[src/rtl/mips_mc_control.sv]
// Multi-cycle MIPS control FSM: fetch/decode/execute/memory/writeback sequencing with memory-wait timeout.
// Latency 3-5 cycles per instruction plus memory wait cycles; requests hold steady until mem_ready.
module mips_mc_control #(
  parameter int MEM_TIMEOUT = 16,
  parameter int CNT_W       = 32
) (
  input  logic             clk,
  input  logic             reset,
  input  logic [5:0]       opcode,
  input  logic [5:0]       funct,
  input  logic             zero,
  input  logic             mem_ready,
  output logic             pc_step,
  output logic             jump,
  output logic             beq,
  output logic             ir_write,
  output logic             mem_read,
  output logic             mem_write,
  output logic             mem_iord,
  output logic             reg_write,
  output logic             reg_dst,
  output logic             mem_to_reg,
  output logic             alu_src,
  output logic [1:0]       alu_op,
  output logic [3:0]       state,
  output logic             fault,
  output logic [CNT_W-1:0] instr_count
);

  typedef enum logic [3:0] {
    FETCH    = 4'd0,
    DECODE   = 4'd1,
    MEM_ADDR = 4'd2,
    MEM_RD   = 4'd3,
    MEM_WB   = 4'd4,
    MEM_WR   = 4'd5,
    R_EXEC   = 4'd6,
    R_WB     = 4'd7,
    BRANCH   = 4'd8,
    JUMP     = 4'd9,
    I_EXEC   = 4'd10,
    I_WB     = 4'd11,
    FAULT    = 4'd15
  } state_t;

  localparam int TW = $clog2(MEM_TIMEOUT + 1);

  state_t           st;
  logic [TW-1:0]    tcnt;
  logic             is_store;
  logic [CNT_W-1:0] count;
  logic             step_c;
  logic             tmo;

  // funct only matters to the ALU decoder; every R-type funct is legal here.
  logic unused_funct;
  assign unused_funct = ^funct;

  assign tmo         = (tcnt == TW'(MEM_TIMEOUT - 1));
  assign state       = st;
  assign instr_count = count;

  always_comb begin
    step_c = 1'b0;
    case (st)
      R_WB, MEM_WB, BRANCH, JUMP, I_WB: step_c = 1'b1;
      MEM_WR:                           step_c = mem_ready;
      default:                          step_c = 1'b0;
    endcase
  end

  // Wait-state exits (ready or timeout) both clear tcnt, so every wait state is entered with tcnt = 0.
  always_ff @(posedge clk) begin
    if (reset) begin
      st       <= FETCH;
      tcnt     <= '0;
      count    <= '0;
      is_store <= 1'b0;
    end else begin
      if (step_c) count <= count + CNT_W'(1);
      tcnt <= '0;
      case (st)
        FETCH, MEM_RD, MEM_WR: begin
          if (mem_ready) begin
            if (st == FETCH)       st <= DECODE;
            else if (st == MEM_RD) st <= MEM_WB;
            else                   st <= FETCH;
          end else if (tmo) begin
            st <= FAULT;
          end else begin
            tcnt <= tcnt + TW'(1);
          end
        end
        DECODE: begin
          is_store <= (opcode == 6'h2B);
          case (opcode)
            6'h00:        st <= R_EXEC;
            6'h23, 6'h2B: st <= MEM_ADDR;
            6'h04:        st <= BRANCH;
            6'h02:        st <= JUMP;
            6'h08:        st <= I_EXEC;
            default:      st <= FAULT;
          endcase
        end
        MEM_ADDR: st <= is_store ? MEM_WR : MEM_RD;
        R_EXEC:   st <= R_WB;
        I_EXEC:   st <= I_WB;
        MEM_WB, R_WB, BRANCH, JUMP, I_WB: st <= FETCH;
        FAULT:    st <= FAULT;
        default:  st <= FAULT;
      endcase
    end
  end

  always_comb begin
    pc_step    = 1'b0;
    jump       = 1'b0;
    beq        = 1'b0;
    ir_write   = 1'b0;
    mem_read   = 1'b0;
    mem_write  = 1'b0;
    mem_iord   = 1'b0;
    reg_write  = 1'b0;
    reg_dst    = 1'b0;
    mem_to_reg = 1'b0;
    alu_src    = 1'b0;
    alu_op     = 2'b00;
    fault      = 1'b0;
    if (!reset) begin
      case (st)
        FETCH: begin
          mem_read = 1'b1;
          ir_write = mem_ready;
        end
        MEM_ADDR: alu_src = 1'b1;
        MEM_RD: begin
          mem_read = 1'b1;
          mem_iord = 1'b1;
        end
        MEM_WB: begin
          reg_write  = 1'b1;
          mem_to_reg = 1'b1;
          pc_step    = 1'b1;
        end
        MEM_WR: begin
          mem_write = 1'b1;
          mem_iord  = 1'b1;
          pc_step   = mem_ready;
        end
        R_EXEC: alu_op = 2'b10;
        R_WB: begin
          reg_write = 1'b1;
          reg_dst   = 1'b1;
          pc_step   = 1'b1;
        end
        BRANCH: begin
          alu_op  = 2'b01;
          pc_step = 1'b1;
          beq     = zero;
        end
        JUMP: begin
          pc_step = 1'b1;
          jump    = 1'b1;
        end
        I_EXEC: alu_src = 1'b1;
        I_WB: begin
          reg_write = 1'b1;
          pc_step   = 1'b1;
        end
        FAULT:   fault = 1'b1;
        default: ;
      endcase
    end
  end

endmodule

[config.mk]
export PLATFORM = sky130hd
export DESIGN_NAME = mips_mc_control
export DESIGN_NICKNAME = d
export VERILOG_FILES = /design/src/rtl/mips_mc_control.sv
export SDC_FILE = /design/constraint.sdc
export NUM_CORES = 1
export LEC_CHECK = 0
export ABC_AREA = 1
export BUFFER_PORTS_ARGS = -buffer_cell sky130_fd_sc_hd__buf_2
export CORE_ASPECT_RATIO = 0.5
export CORE_MARGIN = 2
export CORE_UTILIZATION = 49
export CTS_CLUSTER_DIAMETER = 100
export DETAILED_ROUTE_END_ITERATION = 7
export PLACE_DENSITY = 0.79
export SLEW_MARGIN = 20
export SYNTH_ARGS = -nofsm -noshare
export SYNTH_HDL_FRONTEND = slang
export SYNTH_SLANG_ARGS = --single-unit
[constraint.sdc]
create_clock -name clk -period 1.46 [get_ports clk]
set_input_delay 0.292 -clock clk [delete_from_list [all_inputs] [get_ports clk]]
set_output_delay 0.292 -clock clk [all_outputs]
set_load 0.005 [all_outputs]
# --- After elaboration in Yosys (flattened, before gate mapping) ---
# Cells that the tools add are included.
word_totals:
  inputBits: 16
  elab_cells: 69
  ff_bits: 42
op_classes:
  eq_ne: 19
  n_addsub: 2
  bitwise: 1
  n_mux: 33
  reduce_logical: 10
ops:
  columns: ["operator", "count"]
  rows:
  - ["32-bit by 1-bit adder with 32-bit output (second input constant)", 1]
  - ["4-bit case mux with 6 select lines", 1]
  - ["1-bit 2-to-1 mux", 23]
  - ["4-bit equality test (second input constant)", 5]
  - ["4-bit case mux with 5 select lines", 1]
  - ["4-bit by 3-bit equality test with 1-bit output (second input constant)", 4]
  - ["6-bit equality test (second input constant)", 2]
  - ["3-bit 2-to-1 mux", 3]
  - ["4-bit by 2-bit equality test with 1-bit output (second input constant)", 2]
  - ["4-bit 2-to-1 mux", 2]
  - ["2-bit OR reduction", 4]
  - ["6-bit by 2-bit equality test with 1-bit output (second input constant)", 1]
  - ["6-bit by 3-bit equality test with 1-bit output (second input constant)", 1]
  - ["6-bit by 4-bit equality test with 1-bit output (second input constant)", 1]
  - ["6-bit logical NOT", 1]
  - ["3-bit OR reduction", 2]
  - ["5-bit by 1-bit adder with 5-bit output (second input constant)", 1]
  - ["5-bit by 4-bit equality test with 1-bit output (second input constant)", 1]
  - ["5-bit OR reduction", 1]
  - ["4-bit by 1-bit equality test with 1-bit output (second input constant)", 1]
  - ["4-bit logical NOT", 1]
  - ["2-bit case mux with 2 select lines", 1]
  - ["4-bit OR reduction", 1]
  - ["3-bit != test (second input constant)", 1]
  - ["other kinds (3)", 3]

# --- Logic depth before layout (Yosys ltp) ---
logic_depth:
  word_depth: 5
  mapped_depth: 12
  ltp_nobuf: 11

# --- Worst setup path after synthesis ---
# No wires, ideal clock.
synth_timing:
  path_kind: "reg2reg"
  start: "register tcnt[0]"
  end: "register st[1], in the netlist state[1]"
  setup_time_ns: 0.109
  n_path_buf: 0
  path_stages_with_launch: 12
  t_required_ns: 1.351
  setup_slack_ns: -0.080
  arrival_time_ns: 1.432
  period_less_slack_ns: 1.540
  path_cell_list: "dfxtp_1 -> ha_1 -> nand2_1 -> nor2_1 -> ha_1 -> or2_2 -> nor2_1 -> inv_1 -> o21ai_1 -> inv_1 -> nand2_1 -> inv_1"
synth_via:
  elab_chain_len: 2
synth_lines:
  columns: ["element", "line", "text"]
  rows:
  - ["start: declaration", "49", "logic [TW-1:0] tcnt;"]
  - ["start signal: assignment", "91", "tcnt <= tcnt + TW'(1);"]
  - ["5-bit by 4-bit equality test with 1-bit output", "59", "assign tmo = (tcnt == TW'(MEM_TIMEOUT - 1));"]
  - ["3-bit != test (no source line)", null, null]
  - ["end signal: assignment", "105", "MEM_ADDR: st <= is_store ? MEM_WR : MEM_RD;"]
  - ["end: declaration", "48", "state_t st;"]
# No other way between the ends.
# A chain may end at the register's enable or synchronous reset.

# --- Final worst setup path ---
layout_timing:
  start: "register st[3], in the netlist state[3]"
  end: "output reg_write"
layout_via:
  elab_chain_len: 4
layout_lines:
  columns: ["element", "line", "text"]
  rows:
  - ["4-bit by 3-bit equality test with 1-bit output / 4-bit equality test (equally long branches)", "130", "case (st)"]
  - ["3-bit OR reduction (no source line) (*)", null, null]
  - ["1-bit 2-to-1 mux (*)", "130", null]
  - ["1-bit 2-to-1 mux (*)", "129", "if (!reset) begin"]
  - ["end: declaration", "20", "output logic reg_write,"]
# Every way passes the cells marked *; elsewhere a longest branch is shown, timed or not.

==> impl_metrics.ini <==
[power]
powerDensity_nw_per_um2 = 1160
ir_worst_vdd_mv = 0.866
power.leakage_nw = 1.79

[drt]
vias = 3406
wl_per_cell_um = 13.0
dr_wl_met3_um = 633
antenna_left = 0
wl_met2_um = 4170
drt-total-wl_um = 8650
post-route-drc-count = 0
first_iter_violations = 240
drt_first_pass_iters = 5
highest-signal-layer = met4
met1_length_um = 3720
viasPerCell = 5.13

[sta]
setup-tns-final_ns = -1.92
report.final.slew_viol_count = 0
layout_min_cycle_time_ns = 1.66
finalCritPeriodShare_pct = 114
whs_ns = 0.353
fin_skew_ns = 0.0164
worstMarginPinSlew_ns = 0.316
clock.fmax_mhz = 602
hold_viol_final = 0
setup_ws_ns = -0.201
setup_viol_count_final = 30
max-slew-margin-rel_pct = 78.8
rsz0062_at_grt = yes

[synth]
yosysWarnings = 0
netlist_instances = 471
ys_ff_latch = 42
synth_area_um2 = 2740
synth_seq_area_share_pct = 30.7
yosysUniqueCellTypes = 33
syn_nets = 490
syn_avg_cell_area_um2 = 5.82

[clock_network]
numCtsBuffers = 5
cts_tree = done
clkTransAtPathRegs_ns = 0.08
root_buffer = clkbuf_8
clk_latency_ns = 0.31
cts_max_path_buffers = 2
clock-sinks = 42
h-tree-depth = 2
ctsHoldBuffers = 0

[placement]
place_ws_ns = -0.0967
place_area_um2 = 3450
portBuffers = 59
place_congestion = 0.934
place_hpwl_um = 5500

[setup_path]
worstPathRequired_ns = 1.17
cp_max_fo = 3
cp-end-kind = output pin
path_class = reg2out
arrival_ns = 1.37
r2r_slack_ns = -0.11
critPathLaunchType = flip-flop
rr_worst_depth = 11

[final_layout]
final_nets = 609
diodes = 0
syn_to_final_growth_pct = 49.7
drive_above_1_share_pct = 39.9
final_common_cell = nand2_1
layout_common_cells = nand2_1, nor2_1, buf_2, inv_1, buf_4
fillers = 402
seq_area_um2 = 878
multi_input_area_um2 = 1930
design_area_um2 = 4100
final_core_util_pct = 75.3

[outcome]
status = finished, violations left
violations = negative setup slack

[floorplanning]
dieArea_um2 = 6240
start_util_pct = 50.3
ioPinCount = 66
core_area_um2 = 5440
die_h_um = 56.9
dieWidth_um = 110
fp-row-count = 19

[global_routing]
grt_antenna_before_repair = 0
grt_pass1_vias = 2852
grt_pass1_wl_um = 12500
grt_overflow = 0
grt_max_degree = 23
track_usage_pct = 25.6

[job]
maxCapViolCount = 0

[min_path]
min_path_type = in2reg
worstHoldPathCells = 4
area by class of cell:
class / instances / area share [%]
multi-input cells: 362 / 47.2
repair buffers: 122 / 21.3
clock inverters: 1 / 0.122
inverters: 57 / 5.59
flip-flops and latches: 42 / 21.4
clock buffers: 7 / 2.11
well taps: 73 / 2.23
final timing paths:
path                    from               to
max reg2reg         state[1]         state[1]
min reg2reg  instr_count[14]  instr_count[14]
max                 state[3]        reg_write
min                opcode[4]         is_store
cells by family after synthesis:
kind of cell / after synthesis / synth area share, %
DFF: 42 / 30.7
xor gates and xnor gates: 8 / 2.56
buffers and inverters: 67 / 10.5
AOI/OAI and AO/OA: 49 / 9.27
and+or+nand+nor: 302 / 45.6
adders and majority gates: 3 / 1.37
sequential cells by signal, indices dropped and copies added, names as in the netlist:
register and count:
instr_count 32, is_store 1, state 4, tcnt 5
cells in the mapped netlist:
| cell | number | area share, % |
|---|---|---|
| nor3b_1 | 2 | 0.55 |
| nor4_1 | 1 | 0.23 |
| dfxtp_1 | 42 | 31 |
| nor2_4 | 1 | 0.41 |
| nand3b_1 | 1 | 0.27 |
| o21ai_2 | 1 | 0.32 |
| o22ai_1 | 1 | 0.23 |
| buf_4 | 1 | 0.27 |
| xnor2_1 | 1 | 0.32 |
| nand2_1 | 167 | 23 |
| nor2_1 | 85 | 12 |
| nor3_2 | 1 | 0.37 |
| buf_2 | 2 | 0.37 |
| nor2_2 | 2 | 0.46 |
| o2111ai_1 | 1 | 0.32 |
| ha_1 | 3 | 1.4 |
| buf_6 | 4 | 1.6 |
| o21ai_1 | 3 | 0.55 |
| xor2_1 | 7 | 2.2 |
| nand2_2 | 4 | 0.91 |
| o21ai_0 | 10 | 1.8 |
| nand3_1 | 18 | 3.3 |
| nand3_2 | 3 | 1.1 |
| inv_2 | 2 | 0.27 |
| buf_1 | 1 | 0.14 |
| nor3_1 | 9 | 1.6 |
| and3_1 | 1 | 0.23 |
| inv_1 | 54 | 7.4 |
| clkbuf_1 | 2 | 0.27 |
| a21oi_1 | 33 | 6.0 |
| clkinv_1 | 1 | 0.14 |
| or2_2 | 1 | 0.23 |
| nand4_1 | 6 | 1.4 |
layer usage:
metal	vias up	track usage (%)
met2	144	42.0
met5	-	0
met1	1538	34.4
met4	0	6.51
li1	1709	-
met3	15	4.99
what timing repair did:
item | in CTS | in global routing
gates resized for setup | 32 | 115
setup buffers | 4 | 9
gates cloned | 0 | 2
pin swaps | 5 | 21
endpoints found under the setup margin | 38 | 52
critical path, stage by stage, from the launching register on:
cell and delay (ns):
dfxtp_4 0.37, inv_4 0.08, nand2_4 0.07, inv_4 0.08, o21ai_4 0.07, buf_4 0.14
a21oi_2 0.14, buf_2 0.13
where the power goes:
part	internal (mW)	leakage [nW]	switching, mW
registers	1.25	0.350	0.121
clock network	0.383	0.0482	0.429
logic	1.26	1.39	1.33
total	2.89	1.79	1.88
stage by stage:
step	cells	power [mW]
after floorplan	471	2.31
after global placement	643	2.94
after detailed placement	643	2.96
after CTS	654	3.96
after global routing	664	5.02
final	664	4.77
No activity file was read; power rests on OpenSTA's default activity.
